<file path="config.mk">
export PLATFORM = sky130hd
export DESIGN_NAME = uart_tx_arbiter
export DESIGN_NICKNAME = d
export VERILOG_FILES = /design/src/rtl/uart_tx_arbiter.sv
export SDC_FILE = /design/constraint.sdc
export NUM_CORES = 1
export LEC_CHECK = 0
export ABC_AREA = 1
export CAP_MARGIN = 20
export CELL_PAD_IN_SITES_DETAIL_PLACEMENT = 0
export CELL_PAD_IN_SITES_GLOBAL_PLACEMENT = 1
export CORE_MARGIN = 2
export CORE_UTILIZATION = 31
export CTS_CLUSTER_DIAMETER = 40
export DETAILED_ROUTE_END_ITERATION = 8
export DONT_BUFFER_PORTS = 1
export PLACE_DENSITY = 0.65
export SLEW_MARGIN = 20
export SYNTH_ARGS = -nofsm -noshare
export SYNTH_HDL_FRONTEND = slang
export SYNTH_SLANG_ARGS = --single-unit
export TNS_END_PERCENT = 5
</file>
<file path="constraint.sdc">
create_clock -name clk -period 2.8 [get_ports clk]
set_input_delay 0.28 -clock clk [delete_from_list [all_inputs] [get_ports clk]]
set_output_delay 0.28 -clock clk [all_outputs]
set_load 0.005 [all_outputs]
</file>
<file path="src/rtl/uart_tx_arbiter.sv">
// Round-robin arbiter sharing one UART transmitter between NUM_REQ byte
// producers. A grant can stay locked across a multi-byte packet (closed by
// req_last). Each byte is launched with a single tx_start pulse and guarded
// by a tx_done watchdog.
module uart_tx_arbiter #(
    parameter int NUM_REQ      = 4,
    parameter int DONE_TIMEOUT = 8192,
    parameter int LOCK_TIMEOUT = 1024
) (
    input  logic                 clk,
    input  logic                 reset_n,
    input  logic [NUM_REQ-1:0]   req_valid,
    input  logic [8*NUM_REQ-1:0] req_data,
    input  logic [NUM_REQ-1:0]   req_last,
    output logic [NUM_REQ-1:0]   req_ready,
    output logic [7:0]           uart_tx_data,
    output logic                 uart_tx_start,
    input  logic                 uart_tx_busy,
    input  logic                 uart_tx_done,
    output logic                 grant_valid,
    output logic [2:0]           grant_id,
    output logic                 timeout_err
);

    // One counter serves both the done watchdog and the idle-lock timer.
    localparam int CNT_MAX = (DONE_TIMEOUT > LOCK_TIMEOUT) ? DONE_TIMEOUT : LOCK_TIMEOUT;
    localparam int CW      = (CNT_MAX > 2) ? $clog2(CNT_MAX) : 1;
    localparam logic [CW-1:0] DONE_LAST = CW'(DONE_TIMEOUT - 1);
    localparam logic [CW-1:0] LOCK_LAST = CW'(LOCK_TIMEOUT - 1);

    typedef enum logic [2:0] {
        S_IDLE,
        S_LAUNCH,
        S_START,
        S_WAIT_DONE,
        S_HOLD
    } state_t;

    state_t        state, state_n;
    logic [2:0]    rr_ptr;
    logic          lock;
    logic [CW-1:0] cnt;

    logic          g_valid, g_last;
    logic [7:0]    g_data;
    logic          win_found;
    logic [2:0]    win_id;
    logic          do_grant, do_accept, do_release, cnt_clr, cnt_inc;

    // Mux out the owning requester's handshake signals.
    always_comb begin
        g_valid = 1'b0;
        g_last  = 1'b0;
        g_data  = 8'h00;
        for (int i = 0; i < NUM_REQ; i++) begin
            if (grant_id == 3'(i)) begin
                g_valid = req_valid[i];
                g_last  = req_last[i];
                g_data  = req_data[8*i +: 8];
            end
        end
    end

    // Round-robin pick: first valid at or above rr_ptr, else lowest valid (wrap).
    always_comb begin
        win_found = 1'b0;
        win_id    = 3'd0;
        for (int i = 0; i < NUM_REQ; i++) begin
            if (!win_found && req_valid[i] && (3'(i) >= rr_ptr)) begin
                win_found = 1'b1;
                win_id    = 3'(i);
            end
        end
        for (int i = 0; i < NUM_REQ; i++) begin
            if (!win_found && req_valid[i]) begin
                win_found = 1'b1;
                win_id    = 3'(i);
            end
        end
    end

    // State register.
    always_ff @(posedge clk or negedge reset_n) begin
        if (!reset_n) state <= S_IDLE;
        else          state <= state_n;
    end

    // Next-state logic, launch strobes and datapath control.
    always_comb begin
        state_n       = state;
        req_ready     = '0;
        uart_tx_start = 1'b0;
        timeout_err   = 1'b0;
        do_grant      = 1'b0;
        do_accept     = 1'b0;
        do_release    = 1'b0;
        cnt_clr       = 1'b0;
        cnt_inc       = 1'b0;
        case (state)
            S_IDLE: begin
                if (win_found) begin
                    do_grant = 1'b1;
                    state_n  = S_LAUNCH;
                end
            end
            S_LAUNCH: begin
                // Only the owner may handshake, and only when the UART can take it.
                if (g_valid && !uart_tx_busy) begin
                    for (int i = 0; i < NUM_REQ; i++)
                        req_ready[i] = (grant_id == 3'(i));
                    do_accept = 1'b1;
                    state_n   = S_START;
                end
            end
            S_START: begin
                uart_tx_start = 1'b1;
                cnt_clr       = 1'b1;
                state_n       = S_WAIT_DONE;
            end
            S_WAIT_DONE: begin
                // tx_done is checked first so it beats a same-cycle expiry.
                if (uart_tx_done) begin
                    if (lock && g_valid) begin
                        state_n = S_LAUNCH;
                    end else if (lock) begin
                        cnt_clr = 1'b1;
                        state_n = S_HOLD;
                    end else begin
                        do_release = 1'b1;
                        state_n    = S_IDLE;
                    end
                end else if (cnt == DONE_LAST) begin
                    timeout_err = 1'b1;
                    do_release  = 1'b1;
                    state_n     = S_IDLE;
                end else begin
                    cnt_inc = 1'b1;
                end
            end
            S_HOLD: begin
                if (g_valid) begin
                    state_n = S_LAUNCH;
                end else if (cnt == LOCK_LAST) begin
                    do_release = 1'b1;
                    state_n    = S_IDLE;
                end else begin
                    cnt_inc = 1'b1;
                end
            end
            default: state_n = S_IDLE;
        endcase
    end

    // Grant, lock, round-robin pointer, byte register and shared counter.
    always_ff @(posedge clk or negedge reset_n) begin
        if (!reset_n) begin
            grant_valid  <= 1'b0;
            grant_id     <= 3'd0;
            rr_ptr       <= 3'd0;
            lock         <= 1'b0;
            uart_tx_data <= 8'h00;
            cnt          <= '0;
        end else begin
            if (do_grant) begin
                grant_valid <= 1'b1;
                grant_id    <= win_id;
            end
            if (do_accept) begin
                uart_tx_data <= g_data;
                lock         <= ~g_last;
            end
            if (do_release) begin
                grant_valid <= 1'b0;
                lock        <= 1'b0;
                rr_ptr      <= (grant_id == 3'(NUM_REQ - 1)) ? 3'd0 : grant_id + 3'd1;
            end
            if (cnt_clr)      cnt <= '0;
            else if (cnt_inc) cnt <= cnt + 1'b1;
        end
    end

endmodule
</file>
==> After elaboration in Yosys (flattened, before gate mapping) <==
Index checks and enable logic that the tools add are counted.
{ "word_totals": {"reg_bits": 32, "out_inout_bits": 18, "word_cells": 122} }
{ "op_classes": {"add_sub_neg": 2, "n_lt_le_gt_ge": 4, "eq_ne": 13, "muxes": 68, "n_bitwise": 1, "n_reduce_logical": 27} }
{ "ops": {"columns": ["operator", "count"], "rows": [
  ["3-bit two-way mux", 15],
  ["1-bit two-way mux", 41],
  ["8-bit two-way mux", 4],
  ["13-bit two-way mux", 2],
  ["3-bit case mux with 5 select lines", 1],
  ["13-bit by 1-bit adder with 13-bit output (second input constant)", 1],
  ["13-bit by 10-bit equality test with 1-bit output (second input constant)", 1],
  ["13-bit equality test (second input constant)", 1],
  ["1-bit logical AND", 13],
  ["3-bit by 2-bit equality test with 1-bit output (second input constant)", 4],
  ["1-bit zero test", 8],
  ["4-bit two-way mux", 2],
  ["3-bit by 1-bit equality test with 1-bit output (second input constant)", 2],
  ["1-bit by 3-bit greater-or-equal comparator with 1-bit output (first input constant)", 2],
  ["2-bit by 3-bit greater-or-equal comparator with 1-bit output (first input constant)", 2],
  ["3-bit zero test", 2],
  ["3-bit inequality test (second input constant)", 2],
  ["1-bit case mux with 2 select lines", 3],
  ["2-bit nonzero test", 3],
  ["2-bit inequality test (second input constant)", 2],
  ["4-bit AND reduction", 1],
  ["3-bit by 1-bit adder with 3-bit output (second input constant)", 1],
  ["3-bit equality test (second input constant)", 1],
  ["1-bit inverter", 1]
]} }

==> Longest topological paths before layout <==
{ "depth": {"depth_word": 31, "mapped_depth": 13, "depth_no_buf": 12} }

==> Worst setup path after synthesis <==
Ideal clock, no wire load.
{ "synth_path": {"path_kind": "reg-to-output", "startpoint": "register grant_id[0]", "endpoint": "output port req_ready[0]", "arrival_ns": 1.639, "required_time_ns": 2.520, "slack_ns": 0.881, "stages_incl_launch_ff": 11, "path_cell_list": "dfrtp_1 -> inv_1 -> ha_1 -> buf_2 -> a21oi_1 -> nand2_1 -> nand3b_1 -> nor2_4 -> inv_2 -> buf_2 -> nor2_1"} }
{ "synth_via": {"elab_chain_len": 8} }
{ "synth_rtl": {"columns": ["element", "line", "rtl"], "rows": [
  ["start, declared", "21", "output logic [2:0] grant_id,"],
  ["start signal, assigned", "166", "grant_id <= win_id;"],
  ["3-bit zero test", "56, 110", null],
  ["1-bit two-way mux (4 in series)", "56", "if (grant_id == 3'(i)) begin"],
  ["1-bit logical AND", "108", "if (g_valid && !uart_tx_busy) begin"],
  ["4-bit two-way mux (*)", "108", null],
  ["4-bit two-way mux (*)", "99", "case (state)"],
  ["end, declared", "15", "output logic [NUM_REQ-1:0] req_ready,"]
]} }
Every way passes the cells marked *; elsewhere a longest branch is shown, timed or not.

==> Worst setup path in the final report <==
{ "layout_path": {"startpoint": "register grant_id[1]", "endpoint": "output port req_ready[1]"} }
{ "layout_via": {"elab_chain_len": 8} }
{ "layout_rtl": {"columns": ["element", "line"], "rows": [
  ["3-bit zero test", "56"],
  ["1-bit two-way mux (4 in series)", "56"],
  ["1-bit logical AND", "108"],
  ["4-bit two-way mux (*)", "108"],
  ["4-bit two-way mux (*)", "99"]
]} }
Marks and branches as above.

==> impl_metrics.env <==
export IMPL_worst_hold_path_endpoint="uart_tx_data[0]"
export IMPL_cts_buffer_depth=2
export IMPL_hp_class="in -> reg"
export IMPL_fillers=748
export IMPL_cp_start_kind="register"
export IMPL_use_met3=0.0457
export IMPL_yosys_warnings=0
export IMPL_cap_violations=0
export IMPL_synth_top_area_cell="dfrtp_1"
export IMPL_num_antenna_cells=0
export IMPL_coreArea_um2=6680
export IMPL_timing_rr_start="grant_id[1]"
export IMPL_period_minus_slack_ns=2.48
export IMPL_top_usage_layer="met2"
export IMPL_nets=364
export IMPL_viasPerCell=4.88
export IMPL_htree_levels=2
export IMPL_netlist_area_um2=2110
export IMPL_syn_num_nets=362
export IMPL_power_mw=2.00
export IMPL_drt_iter0_markers=88
export IMPL_cts_tree="yes"
export IMPL_p_leak_nw=1.15
export IMPL_instances_no_fill=396
export IMPL_grt_pass1_vias=1907
export IMPL_port_buffers=0
export IMPL_timing_fmax_mhz=403
export IMPL_setup_tns_ns=0
export IMPL_initial_utilization=0.316
export IMPL_clkTransAtPathRegs_ns=0.07
export IMPL_grt_use_met2=0.234
export IMPL_setup_viol=0
export IMPL_syn_area_per_cell_um2=6.74
export IMPL_post_dp_hpwl_um=4000
export IMPL_syn_to_final_growth_pct=9.13
export IMPL_insertion_delay_ns=0.29
export IMPL_synth_edf_count=0
export IMPL_cts_buffers=5
export IMPL_path_max_fanout=14
export IMPL_clock_sinks=30
export IMPL_hold_depth=2
export IMPL_yosys_most_used_dff="dfrtp_1"
export IMPL_layout_drive_gt1_share=0.0981
export IMPL_cts_root_buf="clkbuf_8"
export IMPL_finalClockSkew_ns=0.00598
export IMPL_tightest_slew_ns=0.528
export IMPL_grt_first_pass_wirelength_um=8860
export IMPL_whs_ns=0.143
export IMPL_min_period_over_period=0.887
export IMPL_r2r_slack_ns=0.66
export IMPL_final_max_slew_violation_count=0
export IMPL_synthTopCellsByArea="dfrtp_1 (36%), nand2_1 (21%), nand3_1 (4.7%)"
export IMPL_pre_cts_ws_ns=0.434
export IMPL_num_vias=1933
export IMPL_wl_um=5300
export IMPL_antenna_found_initial=0
export IMPL_power_density_nw_per_um2=868
export IMPL_yosys_area_top_type_share=0.356
export IMPL_placementRows=30
export IMPL_grt_start_max_net_pins=31
export IMPL_reg2reg_to="cnt[4]"
export IMPL_ir_worst_vdd_mv=0.256
export IMPL_synth_cells=313
export IMPL_required_ns=2.52
export IMPL_routabilityCongestion=0.755
export IMPL_endpoint_kind="primary output"
export IMPL_hold_viol_final=0
export IMPL_grtUsageTotal=0.148
export IMPL_routedWlPerCell_um=13.4
export IMPL_worstRegToRegCells=12
export IMPL_use_met1=0.193
export IMPL_die_w_um=86.5
export IMPL_min_delay_start="req_data[24]"
export IMPL_dp_cells=384
export IMPL_drt_pass1_iter_count=4
export IMPL_drc_errors=0
export IMPL_synth_cell_types=30
export IMPL_worst_slack_ns=0.317
export IMPL_io_pins=62
export IMPL_die_area_um2=7480
export IMPL_synth_most_common_cell="nand2_1"
export IMPL_yosysSeqAreaShare=0.356
export IMPL_synth_ff_latch_count=30
export IMPL_relSlewSlack=0.648
export IMPL_grt_overflow=0
export IMPL_ant_nets=0
export IMPL_rsz0062_at_grt="false"
export IMPL_arrival_ns=2.20
export IMPL_netlist_top_cells_count="nand2_1 (119), dfrtp_1 (30), inv_1 (25), nor2_1 (22), nand3_1 (20)"
export IMPL_path_class="reg -> out"
export IMPL_status="finished, final reports clean"
export IMPL_synth_async_sr_flop_share=1.00
export IMPL_die_y_um=86.5
what timing repair did:
action,in CTS,in global routing
setup endpoints to repair,0,4
hold buffers,2,0
gates resized for setup,0,3
hold endpoints to repair,30,0
buffers inserted,0,2
cell usage in the layout, fill, tap and decap left out, drive strengths merged, types with 5 or more instances in the layout:
cell    synthesis  layout
inv            29      29
o211ai          8       8
nand2         122     122
clkbuf          3       6
ha              5       5
a21oi          14      14
nand4          12      12
dfrtp          30      30
nor3            5       5
nand3          21      21
nor2           28      28
o21ai          15      15
area by class of cell:
cell class | count | area, µm² | area share
multi-input cells | 244 | 1200 | 0.519
well taps | 80 | 100 | 0.0435
inverters | 29 | 109 | 0.0473
clock inverters | 2 | 12.5 | 0.00543
clock buffers | 6 | 82.6 | 0.0359
repair buffers | 5 | 52.6 | 0.0228
flip-flops and latches | 30 | 751 | 0.326
how the worst max path moves through the flow:
stage	from	to	slack, ns	cells after the start
6_report	grant_id[1]	req_ready[1]	0.32	10
5_1_grt	grant_id[1]	req_ready[2]	0.08	10
4_1_cts	grant_id[0]	req_ready[2]	0.11	9
3_5_place_dp	grant_id[0]	req_ready[2]	0.43	9
3_3_place_gp	grant_id[0]	req_ready[1]	0.53	9
2_1_floorplan	grant_id[0]	req_ready[0]	0.88	10
cell families (layout without fill, tap and decap cells):
kind of cell | count (synthesis) | count (layout) | synth area share
AO/OA/AOI/OAI | 40 | 40 | 0.107
other | 1 | 1 | 0.00178
buffers and inverters | 39 | 42 | 0.0800
flip-flops | 30 | 30 | 0.356
adder cells (fa/ha/maj) | 5 | 5 | 0.0296
XOR/XNOR | 3 | 3 | 0.0125
AND/OR/NAND/NOR | 195 | 195 | 0.413
report_power, final:
group / internal (mW) / switching [mW]
Combinational: 0.321 / 0.635
Clock: 0.197 / 0.178
Sequential: 0.553 / 0.116
Total: 1.07 / 0.928
flip-flops by register name, indices dropped and copies added, names as in the netlist:
name,cells
cnt,13
rr_ptr,2
grant_valid,1
state,3
grant_id,2
lock,1
uart_tx_data,8
layer usage:
layer / up-vias / share of wire
met5: - / 0
met4: 0 / 0.0072
met3: 4 / 0.090
met2: 76 / 0.43
met1: 836 / 0.47
li1: 1017 / -
worst max-delay path: stages, from the launching register on:
cell	delay, ns
dfrtp_1	0.44
inv_1	0.13
ha_2	0.32
inv_1	0.08
nand2_1	0.07
nand3_1	0.06
nand2_1	0.09
nand3b_1	0.14
nor2_4	0.25
inv_2	0.16
nor2_1	0.16
stage by stage:
| stage | utilization | cell area, µm² |
|---|---|---|
| after CTS | 0.342 | 2280 |
| after global routing | 0.345 | 2300 |
| after floorplan | - | 2110 |
| after detailed placement | 0.323 | 2160 |
| after global placement | 0.323 | 2160 |
| final | 0.345 | 2300 |
Note: power is estimated with default switching activity, not from simulation.
